<file path="src/rtl/hilo_unit.sv">
// rtl/hilo_unit.sv - HI/LO register block with EX/MEM/WB shadow stages, forwarding and MADD/MSUB accumulation
module hilo_unit #(
  parameter int DW = 32
) (
  input  logic            clk,
  input  logic            rst,
  input  logic            stall_all,
  input  logic            flush,
  input  logic            md_start,
  input  logic [1:0]      md_op,
  input  logic            md_done,
  input  logic [2*DW-1:0] md_result,
  input  logic            mt_we_hi,
  input  logic            mt_we_lo,
  input  logic [DW-1:0]   mt_data,
  input  logic            rd_req,
  input  logic            rd_sel,
  output logic [DW-1:0]   rd_data,
  output logic            stall_req,
  output logic [DW-1:0]   hi,
  output logic [DW-1:0]   lo
);

  logic            r_busy;
  logic [1:0]      r_op;
  logic [2*DW-1:0] r_s1;
  logic            r_s1_v;
  logic [2*DW-1:0] r_s2;
  logic            r_s2_v;
  logic [DW-1:0]   r_hi;
  logic [DW-1:0]   r_lo;

  logic [2*DW-1:0] w_fwd;
  logic [2*DW-1:0] w_val;
  logic            w_done;
  logic            w_ent;

  // Youngest pending write wins: MEM shadow, then WB shadow, then architectural
  assign w_fwd  = r_s1_v ? r_s1 : (r_s2_v ? r_s2 : {r_hi, r_lo});
  assign w_done = md_done & r_busy;
  assign w_ent  = w_done | mt_we_hi | mt_we_lo;

  always_comb begin
    w_val = w_fwd;
    if (w_done) begin
      case (r_op)
        2'b01:   w_val = w_fwd + md_result;
        2'b10:   w_val = w_fwd - md_result;
        default: w_val = md_result;
      endcase
    end
    // MT is younger than the completing mult/div, so it overrides that half
    if (mt_we_hi) w_val[2*DW-1:DW] = mt_data;
    if (mt_we_lo) w_val[DW-1:0]    = mt_data;
  end

  assign rd_data   = rd_req ? (rd_sel ? w_fwd[2*DW-1:DW] : w_fwd[DW-1:0]) : '0;
  assign stall_req = r_busy & (rd_req | md_start | mt_we_hi | mt_we_lo);
  assign hi        = r_hi;
  assign lo        = r_lo;

  always_ff @(posedge clk or negedge rst) begin
    if (!rst) begin
      r_busy <= 1'b0;
      r_op   <= 2'b00;
      r_s1   <= '0;
      r_s1_v <= 1'b0;
      r_s2   <= '0;
      r_s2_v <= 1'b0;
      r_hi   <= '0;
      r_lo   <= '0;
    end else if (!stall_all) begin
      // WB is older than any faulting instruction, so it commits even on flush
      if (r_s2_v) begin
        r_hi <= r_s2[2*DW-1:DW];
        r_lo <= r_s2[DW-1:0];
      end
      r_s2   <= r_s1;
      r_s2_v <= r_s1_v & ~flush;
      r_s1   <= w_val;
      r_s1_v <= w_ent & ~flush;
      if (flush) begin
        r_busy <= 1'b0;
      end else if (r_busy) begin
        if (md_done) r_busy <= 1'b0;
      end else if (md_start) begin
        r_busy <= 1'b1;
        r_op   <= md_op;
      end
    end
  end

endmodule

</file>
<file path="config.mk">
export PLATFORM = sky130hd
export DESIGN_NAME = hilo_unit
export DESIGN_NICKNAME = d
export VERILOG_FILES = /design/src/rtl/hilo_unit.sv
export SDC_FILE = /design/constraint.sdc
export NUM_CORES = 1
export LEC_CHECK = 0
export BUFFER_PORTS_ARGS = -buffer_cell sky130_fd_sc_hd__buf_4
export CAP_MARGIN = 10
export CORE_MARGIN = 4
export CORE_UTILIZATION = 40
export CTS_CLUSTER_DIAMETER = 100
export CTS_CLUSTER_SIZE = 28
export DETAILED_ROUTE_END_ITERATION = 12
export PLACE_DENSITY = 0.61
export RECOVER_POWER = 50
export SLEW_MARGIN = 20
export SYNTH_ARGS = -nofsm -noshare
export SYNTH_HDL_FRONTEND = slang
export SYNTH_SLANG_ARGS = --single-unit
</file>
<file path="constraint.sdc">
create_clock -name clk -period 13.6 [get_ports clk]
set_input_delay 2.04 -clock clk [delete_from_list [all_inputs] [get_ports clk]]
set_output_delay 2.04 -clock clk [all_outputs]
set_load 0.05 [all_outputs]
</file>
==> reports/summary.md, run 1 <==
The tools report the number of violations reported at the end of detailed-routing iteration 0 as 1,557. Power density over the cells: 220 nW/µm². Yosys mapped a number of flops with a built-in enable equal to 0. The run gives 4 as the H-tree level count. The worst hold path belongs to the class flip-flop to flip-flop. For the number of hold-slack violations in the final timing report, the log shows 0. The logs give 29.0% for the all-layer global routing usage and 105 for the largest net degree at the start of global routing. Worst-case clock buffer depth: 2. Number of hold buffers added after cts: 0. The worst-path cell with the longest stage delay is sky130_fd_sc_hd__clkbuf_1. For the worst-skew pair, the clock arrives at the later sink with an insertion delay of 0.47 ns. After synthesis the netlist holds a flip-flop and latch count of 197. The most used flip-flop cell after synthesis is sky130_fd_sc_hd__dfrtp_1. The logs give 4 for the number of max-cap violations and 16,100 µm² for the area of the mapped netlist. The tools report the leakage power total as 7.84 nW. STA classifies the critical path endpoint as an asynchronous set/reset pin.

Endpoint of the worst register-to-register path: r_s1[58]. Data arrives at the worst endpoint at 9.11 ns. The run gives 274 as the count of pins over their slew limit. Summed over all layers, the global routing overflow is 0. The area growth from synthesis to layout is 14.3%.

In this design, the critical path's most frequently occurring cell is sky130_fd_sc_hd__clkbuf_1. The number of setup buffers added after CTS is 0. The checks that failed: capacitance limit, slew limit. For this run, the slowest stage of the critical path takes 4.06 ns. STA puts the critical path data required time at 14.15 ns.

The HPWL after detailed placement is 51,600 µm. During synthesis, Yosys emitted a total of 0 warnings. The mean post-synth cell area is 8.29 µm². The number of buffer and inverter stages on the critical path was 3.

Counting every net in the synthesized netlist gives 2,114. The number of detailed-routing iterations run before antenna repair was 5; the number of nets in the finished design was 2,234. Along the worst path, the maximum fanout reaches 104. The run gives 0 as the number of gates given a new drive strength after cts. The worst register-to-register path begins at r_s2_v. Initial antenna violation count: 8. STA classifies the critical path startpoint as an input pin. For the number of sinks driven by the clock tree, the log shows 197. TritonCTS built the clock tree. The tools report the launch point of the worst hold path as r_s1[7]. The run gives 1,940 as the instance count of the mapped netlist. The run gives 0 as the DRC violation count after routing. The floorplan has 73 rows. Setup repair after global routing left no endpoint under its margin. The fraction of layout cells with a size suffix above 1 works out to 17.5%.

The worst path uses 62.9% of the clock period. The finished cells cover 18,400 µm². The worst-case IR drop observed on VDD is 0.0906 mV. The largest area contributor in the synthesized netlist is sky130_fd_sc_hd__dfrtp_1. The highest clock rate was 117 MHz; the worst clock skew was 0.0158 ns. The synthesized netlist contains 85 unique library cells. The logs give 0.502 ns for the worst hold slack across all endpoints and 4940 µm² for the register cell area after layout.

In this run, CTS created clock tree buffers numbering 17. The placed instance area was 18,000 µm²; the core area was 39,700 µm². From bottom edge to top edge, the die measures 208 µm. The worst min-delay path endpoint is r_s1[7].

The via count of the first global-routing pass is 14,673. The dominant cell by count in the synthesized netlist is sky130_fd_sc_hd__nand2_1. Summing internal, switching and leakage power gives 0.00405 W.

The signal on the critical path passes through clkbuf_1 -> clkbuf_1 -> buf_4. After clock tree synthesis, the clock-pin slew on the worst setup and hold paths is 0.08 ns. In this run the tool buffered the top-level ports with 204 buffer cells.

The run gives 43,500 µm² as the overall die area. In the post-synthesis netlist, the biggest area contributors are sky130_fd_sc_hd__dfrtp_1, sky130_fd_sc_hd__mux2_2, sky130_fd_sc_hd__o21ai_0. Master cell of the clock root buffer: sky130_fd_sc_hd__clkbuf_16. The final layout contains routed wiring with a total length of 65,600 µm. 205 I/O pins were placed.

In this run the horizontal extent of the chip is 208 µm. The first global-routing pass estimated 96,000 µm of wire. The flow ran to the end, but the final reports show violations. Summed over its instances, the top area cell type makes up 30.7% of the synthesized netlist area. Summing the sequential cell areas from Yosys gives 30.7% of the chip area.

The total setup violations reported at the end of the flow is 0. Type of the worst setup path: input pin to asynchronous set/reset pin. In the final timing run, aggregate negative setup slack is 0 ns.

Of all flip-flops after synthesis, the portion carrying an async set or reset was 100%. For the worst flop-to-flop path, the logic depth is 15. The detail route stage leaves a number of antenna-violating nets equal to 0. The initial utilization of the core area, before any placement, comes to 40.5%.

Measured against its own limit, the worst slew margin works out to -295%. The filler cells instantiated in the layout total 4,030. For the area occupied by multi-input gates, the log shows 10,500 µm². The routed layout has 15,739 vias. The reg-to-reg setup timing slack was 7.55 ns; the routability congestion estimate from global placement was 0.996. Counting instances, the worst hold path has a depth of 2. In this design, the largest share of critical-path delay is due to buffers and inverters. Dividing the detail-routed wire length by the instance count gives 25.2 µm.

In the routed layout, each cell is associated on average with a via count of 6.05. After synthesis, the most frequently instantiated cells are sky130_fd_sc_hd__nand2_1, sky130_fd_sc_hd__dfrtp_1, sky130_fd_sc_hd__o21ai_0. At the pin with the least slew margin, the transition time is 5.92 ns. For the finished layout, the period the worst path requires is 8.56 ns.
## state kept, by name, summed over array words and instances (netlist names)
register  count
hi           32
lo           32
r_busy        1
r_op          2
r_s1         64
r_s1_v        1
r_s2         64
r_s2_v        1
## worst register-to-register path, cell delays in order (launching register included)
cell and delay (ns):
sky130_fd_sc_hd__dfrtp_4 0.50, sky130_fd_sc_hd__buf_4 0.53, sky130_fd_sc_hd__buf_4 0.65, sky130_fd_sc_hd__mux2i_1 0.17, sky130_fd_sc_hd__o21ai_0 0.69, sky130_fd_sc_hd__ha_1 0.44, sky130_fd_sc_hd__a21o_1 0.25, sky130_fd_sc_hd__a2111oi_0 0.90
sky130_fd_sc_hd__a211oi_1 0.22, sky130_fd_sc_hd__nor3_2 0.32, sky130_fd_sc_hd__a21oi_2 0.15, sky130_fd_sc_hd__a31oi_4 0.32, sky130_fd_sc_hd__o41ai_1 0.18, sky130_fd_sc_hd__or2_2 0.29, sky130_fd_sc_hd__a21oi_1 0.15, sky130_fd_sc_hd__o41ai_1 0.08
## logic make-up (layout without fill, tap and decap cells)
logic type                 Yosys count  count (layout)  synth area share [%]
AOI/OAI and AO/OA                  594             594                  22.4
xor gates and xnor gates           115             115                  6.27
adders and majority gates           66              66                  5.18
buffers and inverters              178             311                  4.29
DFF                                197             197                  30.7
muxes                              222             222                  14.8
other                                0               2                     0
and+or+nand+nor                    568             568                  16.3
## layer usage
metal  vias to the layer above  part of all wire [%]  track usage, %  wire length, µm
li1                       7214                     -               -                -
met1                      7700                    47            43.9            30700
met2                       715                    42            41.6            27400
met3                       106                   8.0            5.17             5240
met4                         4                   3.4            9.69             2230
met5                         -                 0.041               0               27
## layout by cell type (no fill, tap or decap), types with 15 or more instances in the layout
master,synthesis,layout
sky130_fd_sc_hd__nand2_1,242,242
sky130_fd_sc_hd__clkbuf_1,107,67
sky130_fd_sc_hd__xnor2_1,82,82
sky130_fd_sc_hd__mux2i_1,95,95
sky130_fd_sc_hd__nor2b_1,31,30
sky130_fd_sc_hd__clkbuf_16,0,17
sky130_fd_sc_hd__nand4_1,15,15
sky130_fd_sc_hd__and2_1,18,17
sky130_fd_sc_hd__a21o_1,42,42
sky130_fd_sc_hd__nor2_1,139,139
sky130_fd_sc_hd__nor3_1,39,39
sky130_fd_sc_hd__buf_4,1,168
sky130_fd_sc_hd__o211ai_1,43,43
sky130_fd_sc_hd__mux2_2,127,127
sky130_fd_sc_hd__xor2_1,33,33
sky130_fd_sc_hd__o21ai_0,194,193
sky130_fd_sc_hd__a31oi_1,28,28
sky130_fd_sc_hd__a211oi_1,17,17
sky130_fd_sc_hd__a21oi_1,183,183
sky130_fd_sc_hd__dfrtp_1,197,195
sky130_fd_sc_hd__inv_1,43,43
sky130_fd_sc_hd__ha_1,65,64
## per-stage QoR
stage / setup WS, ns / cells / utilization, %
after floorplan: 7.11 / 1940 / -
after global placement: 6.25 / 2566 / 45.3
after detailed placement: 6.14 / 2566 / 45.3
after CTS: 6.61 / 2598 / 46.9
after global routing: 3.71 / 2599 / 46.2
final: 5.04 / 2600 / 46.2
## report_power, final
part / switching, W / internal, W / total, W
logic: 0.00173 / 0.000832 / 0.00256
registers: 0.000173 / 0.000758 / 0.000931
clock network: 0.000271 / 0.000284 / 0.000554
total: 0.00217 / 0.00187 / 0.00405
## worst max-delay path by stage
stage | endpoint | depth (start not counted) | startpoint
finish | lo[7] | 3 | rst
global route | r_s1[10] | 3 | rst
CTS | r_s1[59] | 22 | md_result[6]
detailed placement | r_s1[59] | 22 | md_result[6]
global placement | r_s1[59] | 22 | md_result[6]
floorplan | r_s1[59] | 22 | md_result[6]
## layout make-up
class / count / share of cell area [%]
flip-flops and latches: 197 / 26.9
repair buffers: 235 / 8.23
clock buffers: 17 / 2.32
well taps: 525 / 3.58
diodes: 2 / 0.0272
clock inverters: 15 / 1.11
inverters: 44 / 0.899
multi-input cells: 1565 / 57.0
(Power assumes the default switching activity.)
==> run 2: changes to the inputs <==
Settings changed: PLACE_DENSITY 0.61 to 0.63.
Clock period 13.6 ns to 7.85 ns, I/O delays scaled along.
==> run 2 against run 1 <==
Effect of this change:
- final area is 0.58% higher
- register-to-register slack got worse by 5.6 ns
- the flow still finishes with violations (capacitance limit, slew limit)
- sequential power increased by 73%
- highest routed layer unchanged
==> reports/summary.md, run 2 (same netlist as run 1, synthesis figures left out) <==
The master cell of the clock root buffer was sky130_fd_sc_hd__clkbuf_16 (unchanged). The cell count of the worst reg-to-reg path is 17 (was 15), and the fraction of layout cells with a size suffix above 1 is 18.5% (was 17.5%). The tools report the number of nets with antenna violations after detailed routing as 0 (unchanged). Final worst-path setup slack: 1.18 ns (was 5.04 ns). The post-layout instance area is 18,500 µm² (was 18,400 µm²), and the die height is 208 µm (unchanged). Number of instances on the worst hold path: 2 (unchanged).

The number of hold-slack violations in the final timing report came out at 0 (unchanged). Most common library cell in the layout ignoring fill and taps: sky130_fd_sc_hd__nand2_1 (unchanged). The tools report the clock insertion delay at the later pin of the skew report as 0.47 ns (about the same). The number of max-cap violations was 4 (unchanged). The tools report the count of pins over their slew limit as 301 (was 274). TritonCTS built the clock tree. The total congestion overflow after global routing was 0 (unchanged); the CTS clock-pin slew for the worst setup and hold paths was 0.08 ns (about the same).

The tools report the worst-case clock buffer depth as 2 (unchanged). The destination of the critical timing path is r_s1[34] (was lo[7]). The source of the critical timing path was stall_all (was rst).

The largest fanout of any net on the critical path works out to 165 (was 104). For the met1 track demand over resource in global routing, the log shows 44.3% (was 43.9%). Number of nets in the finished design: 2,246 (was 2,234). Buffers inserted during post-CTS setup optimization: 0 (unchanged).

The initial standard-cell utilization of the core came out at 40.5% (unchanged). Setup repair after global routing left no endpoint under its margin. The element type at the critical path end was a flip-flop (was an asynchronous set/reset pin). The tools report the via count of the first global-routing pass as 14,221 (was 14,673). The logs give 39,700 µm² (unchanged) for the core area and 1,849 (was 1,557) for the number of violations reported at the end of detailed-routing iteration 0. The largest net degree at the start of global routing came out at 166 (was 105). For the number of sinks driven by the clock tree, the log shows 197 (unchanged). The tightest slew margin relative to the limit came out at -166% (was -295%). The arrival time at the worst endpoint is 6.86 ns (was 9.11 ns).

The tools report the wire length after detailed routing as 63,800 µm (was 65,600 µm). The all-layer global routing usage was 28.1% (was 29.0%); the I/O pin count was 205 (unchanged). The kind of start point of the critical path is an input pin (unchanged).

The leakage power total was 7.94 nW (was 7.84 nW); the number of detailed-routing iterations run before antenna repair was 5 (unchanged). Aggregate negative setup slack: 0 ns (unchanged). The logs give 4 (unchanged) for the H-tree level count and 8.04 ns (was 14.15 ns) for the required time at the worst-slack endpoint. The global routing's busiest layer was met1 (unchanged). The launch point of the worst hold path is r_s1[5] (was r_s1[7]).

The power density over the cells was 376 nW/µm² (was 220 nW/µm²). The number of core rows was 73 (unchanged). The initial antenna violation count is 1 (was 8), and the share of the cycle needed by the critical path after routing is 84.9%.

The worst hold slack across all endpoints is 0.505 ns (was 0.502 ns). The worst min-delay path category is flip-flop to flip-flop (unchanged). The logs give 39.6% (was 41.6%) for the met2 global-route usage and 0 (unchanged) for the total setup violations reported at the end of the flow. The placed instance area was 18,100 µm² (was 18,000 µm²).

The number of antenna repair diodes is 0 (was 2), and the worst-case setup slack after placement is 1.26 ns (was 6.14 ns). The area added between synthesis and finish was 15.0% (was 14.3%); the slew at the pin with the worst max-slew slack was 3.98 ns (was 5.92 ns). The tools report the number of hold buffers added after cts as 0 (unchanged). The run finished, with violations left.

For the maximum vdd ir drop, the log shows 0.155 mV (was 0.0906 mV). The horizontal die dimension came out at 208 µm (unchanged). The tools report the number of buffers inserted during clock tree synthesis as 17 (unchanged). The type of the worst setup path is input pin to flip-flop (was input pin to asynchronous set/reset pin). The average routed wire per standard cell is 24.5 µm (was 25.2 µm). The HPWL after detailed placement came out at 50,000 µm (was 51,600 µm).

The routability congestion estimate from global placement was 1.01 (was 0.996); the met3 layer usage reported by global route was 4.28% (was 5.17%). For the number of gates given a new drive strength after cts, the log shows 0 (unchanged). Largest registers in the final layout: r_s1: 64 flops, r_s2: 64 flops (unchanged). The number of input and output port buffers inserted came out at 204 (unchanged). The logs give 15,767 (was 15,739) for the total number of vias and 93,800 µm (was 96,000 µm) for the global-route wire length before repair. The reg-to-reg setup timing slack came out at 1.95 ns (was 7.55 ns). The logs give 43,500 µm² (unchanged) for the overall die area and 0.0226 ns (was 0.0158 ns) for the worst clock skew.

The DRC violation count after routing was 0 (unchanged). The tools report the endpoint of the worst register-to-register path as r_s1[58] (unchanged). The per-cell via count in the routed design came out at 6.04 (was 6.05). Highest-count cells in the layout ignoring fill and taps: sky130_fd_sc_hd__nand2_1, sky130_fd_sc_hd__dfrtp_1, sky130_fd_sc_hd__o21ai_0 (unchanged). Based on the critical path, the design can be clocked at up to 150 MHz.

The startpoint of the most critical register-to-register path is r_s2_v (unchanged). Failing checks: capacitance limit, slew limit (unchanged). The smallest clock period supported by the final layout is computed as 6.67 ns.
[run 2: worst min-delay path by stage]
stage               end  slack [ns]
2_1_floorplan  r_s1[50]        0.46
3_3_place_gp   r_s2[38]        0.48
3_5_place_dp   r_s1[35]        0.49
4_1_cts        r_s2[62]        0.51
5_1_grt        r_s1[35]        0.53
6_report        r_s1[5]        0.51
[run 2: area by class of cell]
cell class | count | area, µm²
fill | 3989 | 21300
multi-input combinational | 1565 | 10500
sequential | 197 | 4940
timing repair buffer | 247 | 1640
tap | 525 | 657
clock buffer | 18 | 439
clock inverter | 14 | 179
inverter | 44 | 165
[run 2: per-layer routing]
layer | part of all wire, % | wire length (µm)
met1 | 48 | 30400
met2 | 42 | 26500
met3 | 8.1 | 5180
met4 | 2.6 | 1690
met5 | 0.020 | 13
[run 2: critical path, cell delays in order]
cell	delay, ns
sky130_fd_sc_hd__clkbuf_1	1.48
sky130_fd_sc_hd__clkbuf_2	2.57
sky130_fd_sc_hd__nor2_1	0.88
sky130_fd_sc_hd__o211ai_1	0.46
sky130_fd_sc_hd__o211ai_1	0.14
[run 2: power by group]
| part | switching [W] | total, W | internal [W] | leakage (nW) |
|---|---|---|---|---|
| Sequential | 0.000298 | 0.00161 | 0.00131 | 2.48 |
| Combinational | 0.00294 | 0.00442 | 0.00149 | 5.16 |
| Clock | 0.000472 | 0.000913 | 0.000440 | 0.294 |
[run 2: stage by stage]
step | instances | util [%] | total power (W)
finish | 2610 | 46.5 | 0.00695
global placement | 2578 | 45.6 | 0.00605
global route | 2610 | 46.5 | 0.00732
floorplan | 1940 | - | 0.00458
detailed placement | 2578 | 45.6 | 0.00605
CTS | 2610 | 47.1 | 0.00698
==> run 3: changes to the inputs <==
Clock period 7.85 ns to 5.46 ns, I/O delays scaled along.
==> run 3 against run 2 <==
Effect of this change:
- the flow still finishes with violations (capacitance limit, slew limit)
- clock skew decreased by 0.0056 ns
- clock power increased by 37%
- via count increased by 4.1%
- sequential power increased by 43%
- critical path type unchanged
- largest power group unchanged
==> reports/summary.md, run 3 (same netlist as run 1, synthesis figures left out) <==
The met3 layer usage reported by global route came out at 3.68% (was 4.28%). For the worst-case setup slack after placement, the log shows -0.221 ns (was 1.26 ns). The element type at the critical path end is a flip-flop (unchanged). For the number of violations reported at the end of detailed-routing iteration 0, the log shows 1,903 (was 1,849). The flow ran to the end, but the final reports show violations.

The total congestion overflow after global routing is 0 (unchanged), and the number of gates given a new drive strength after cts is 0 (unchanged). Based on the critical path, the design can be clocked at up to 192 MHz. The die height works out to 208 µm (unchanged). The kind of start point of the critical path is an input pin (unchanged). Aggregate negative setup slack: 0 ns (unchanged).

The worst path needs 5.21 ns of the cycle, external delays included. The maximum vdd ir drop was 0.220 mV (was 0.155 mV). Number of hold-slack violations in the final timing report: 0 (unchanged).

The CTS clock-pin slew for the worst setup and hold paths works out to 0.09 ns (was 0.08 ns). The master cell of the clock root buffer is sky130_fd_sc_hd__clkbuf_16 (unchanged). The worst min-delay path category is flip-flop to flip-flop (unchanged).

For the H-tree level count, the log shows 4 (unchanged). Routability congestion estimate from global placement: 1.00 (was 1.01). The number of input and output port buffers inserted is 204 (unchanged), and the worst-case clock buffer depth is 2 (unchanged). The run gives 0 (unchanged) as the number of hold buffers added after cts. The buffers inserted during post-CTS setup optimization came out at 0 (unchanged).

The type of the worst setup path is input pin to flip-flop (unchanged). The logs give 0 (unchanged) for the total setup violations reported at the end of the flow and 107 (was 301) for the count of pins over their slew limit. For the leakage power total, the log shows 8.97 nW (was 7.94 nW).

TritonCTS built the clock tree. The wire length after detailed routing is 67,200 µm (was 63,800 µm), and the number of nets with antenna violations after detailed routing is 0 (unchanged). The met2 global-route usage is 41.7% (was 39.6%), and the slew at the pin with the worst max-slew slack is 2.84 ns (was 3.98 ns).

The fraction of layout cells with a size suffix above 1 is 27.1% (was 18.5%). The run gives 53,200 µm (was 50,000 µm) as the HPWL after detailed placement. Number of detailed-routing iterations run before antenna repair: 5 (unchanged).

The run gives 73 (unchanged) as the number of core rows. Largest registers in the final layout: r_s1: 64 flops, r_s2: 64 flops (unchanged). The power density over the cells came out at 544 nW/µm² (was 376 nW/µm²). The run gives 3,851 (was 3,989) as the final-layout fill cell count. For the global-route wire length before repair, the log shows 98,500 µm (was 93,800 µm). Highest-count cells in the layout ignoring fill and taps: sky130_fd_sc_hd__buf_4, sky130_fd_sc_hd__nand2_1, sky130_fd_sc_hd__dfrtp_1 (was sky130_fd_sc_hd__nand2_1, sky130_fd_sc_hd__dfrtp_1, sky130_fd_sc_hd__o21ai_0). The required time at the worst-slack endpoint is 5.76 ns (was 8.04 ns).

The average routed wire per standard cell was 24.2 µm (was 24.5 µm). The tools report the reg-to-reg setup timing slack as 0.46 ns (was 1.95 ns). The via count of the first global-routing pass was 14,968 (was 14,221). The final critical path takes up 95.5% of the cycle. The run gives 205 (unchanged) as the I/O pin count. The per-cell via count in the routed design was 5.91 (was 6.04). The number of nets in the finished design is 2,416 (was 2,246).

Total number of vias: 16,421 (was 15,767). Failing checks: capacitance limit, slew limit (unchanged). All-layer global routing usage: 29.5% (was 28.1%). The run gives 0.247 ns (was 1.18 ns) as the final worst-path setup slack. The run gives 197 (unchanged) as the number of sinks driven by the clock tree. The logs give 5.51 ns (was 6.86 ns) for the arrival time at the worst endpoint and 47.2% (was 44.3%) for the met1 track demand over resource in global routing. Number of buffers inserted during clock tree synthesis: 17 (unchanged). The global routing's busiest layer is met1 (unchanged). The horizontal die dimension came out at 208 µm (unchanged).

The run gives 0.45 ns (was 0.47 ns) as the clock insertion delay at the later pin of the skew report. The initial standard-cell utilization of the core is 40.5% (unchanged), and the number of max-cap violations is 1 (was 4). The initial antenna violation count came out at 2 (was 1). The tools report the number of antenna repair diodes as 0 (unchanged). The largest fanout of any net on the critical path came out at 5 (was 165). The overall die area was 43,500 µm² (unchanged); the tightest slew margin relative to the limit was -89.5% (was -166%). The worst clock skew came out at 0.0169 ns (was 0.0226 ns). For the largest net degree at the start of global routing, the log shows 198 (was 166). Setup repair after global routing left no endpoint under its margin.

The area added between synthesis and finish came out at 24.4% (was 15.0%). The most common library cell in the layout ignoring fill and taps is sky130_fd_sc_hd__buf_4 (was sky130_fd_sc_hd__nand2_1). For the core area, the log shows 39,700 µm² (unchanged). The DRC violation count after routing was 0 (unchanged).
run 3: cell count changes in the layout (fill, tap and decap cells not counted), sizes merged:
cell	change
buf	+225
clkbuf	-55
clkinv	-6
inv	+4
clkinvlp	+2
run 3: area by class of cell:
type | count | area, µm² | area share [%]
well taps | 525 | 657 | 3.29
flip-flops and latches | 197 | 4940 | 24.7
clock buffers | 18 | 429 | 2.15
repair buffers | 417 | 3190 | 15.9
multi-input cells | 1565 | 10500 | 52.4
clock inverters | 14 | 140 | 0.701
inverters | 44 | 165 | 0.826
run 3: through the flow:
stage          util (%)  hold slack, ns  instances  power [W]  area, µm²
2_1_floorplan         -           0.462       1940    0.00659      16100
3_3_place_gp       48.9           0.481       2748    0.00943      19400
3_5_place_dp       48.9           0.493       2748    0.00947      19400
4_1_cts            50.3           0.509       2780     0.0107      20000
5_1_grt            50.3           0.530       2780     0.0114      20000
6_report           50.3           0.512       2780     0.0109      20000
run 3: report_power, final:
| group | switching [W] | internal (W) | total [W] |
|---|---|---|---|
| clock network | 0.000638 | 0.000609 | 0.00125 |
| logic | 0.00449 | 0.00282 | 0.00731 |
| registers | 0.000418 | 0.00189 | 0.00231 |
| total | 0.00554 | 0.00532 | 0.0109 |
run 3: final timing paths:
path / start / end / depth (start not counted)
max: md_result[6] / r_s1[59] / 22
min: r_s1[29] / r_s1[29] / 2
max reg2reg: r_s2_v / r_s1[37] / 19
min reg2reg: r_s1[29] / r_s1[29] / 2
max in group asynchronous: rst / lo[5] / 1
min in group asynchronous: rst / hi[23] / 1
run 3: critical path, cell delays in order:
cell and delay, ns:
sky130_fd_sc_hd__buf_4 0.11, sky130_fd_sc_hd__or4_4 0.56, sky130_fd_sc_hd__nor4b_4 0.38, sky130_fd_sc_hd__and3_1 0.30, sky130_fd_sc_hd__and2b_2 0.19, sky130_fd_sc_hd__nand2b_2 0.06
sky130_fd_sc_hd__nor3_1 0.14, sky130_fd_sc_hd__buf_4 0.15, sky130_fd_sc_hd__nor2_1 0.04, sky130_fd_sc_hd__xnor2_1 0.14, sky130_fd_sc_hd__ha_1 0.21, sky130_fd_sc_hd__a21o_1 0.19
sky130_fd_sc_hd__a21o_1 0.17, sky130_fd_sc_hd__a21o_1 0.20, sky130_fd_sc_hd__a311o_1 0.38, sky130_fd_sc_hd__a311oi_1 0.28, sky130_fd_sc_hd__a21boi_2 0.27, sky130_fd_sc_hd__o21a_4 0.17
sky130_fd_sc_hd__o21ai_4 0.07, sky130_fd_sc_hd__a221oi_4 0.28, sky130_fd_sc_hd__mux2i_1 0.26, sky130_fd_sc_hd__o221ai_2 0.11
run 3: routing by layer:
layer	vias to the layer above	part of all wire, %
li1	7556	-
met1	7995	48
met2	794	41
met3	76	8.5
met4	0	2.9
met5	-	0
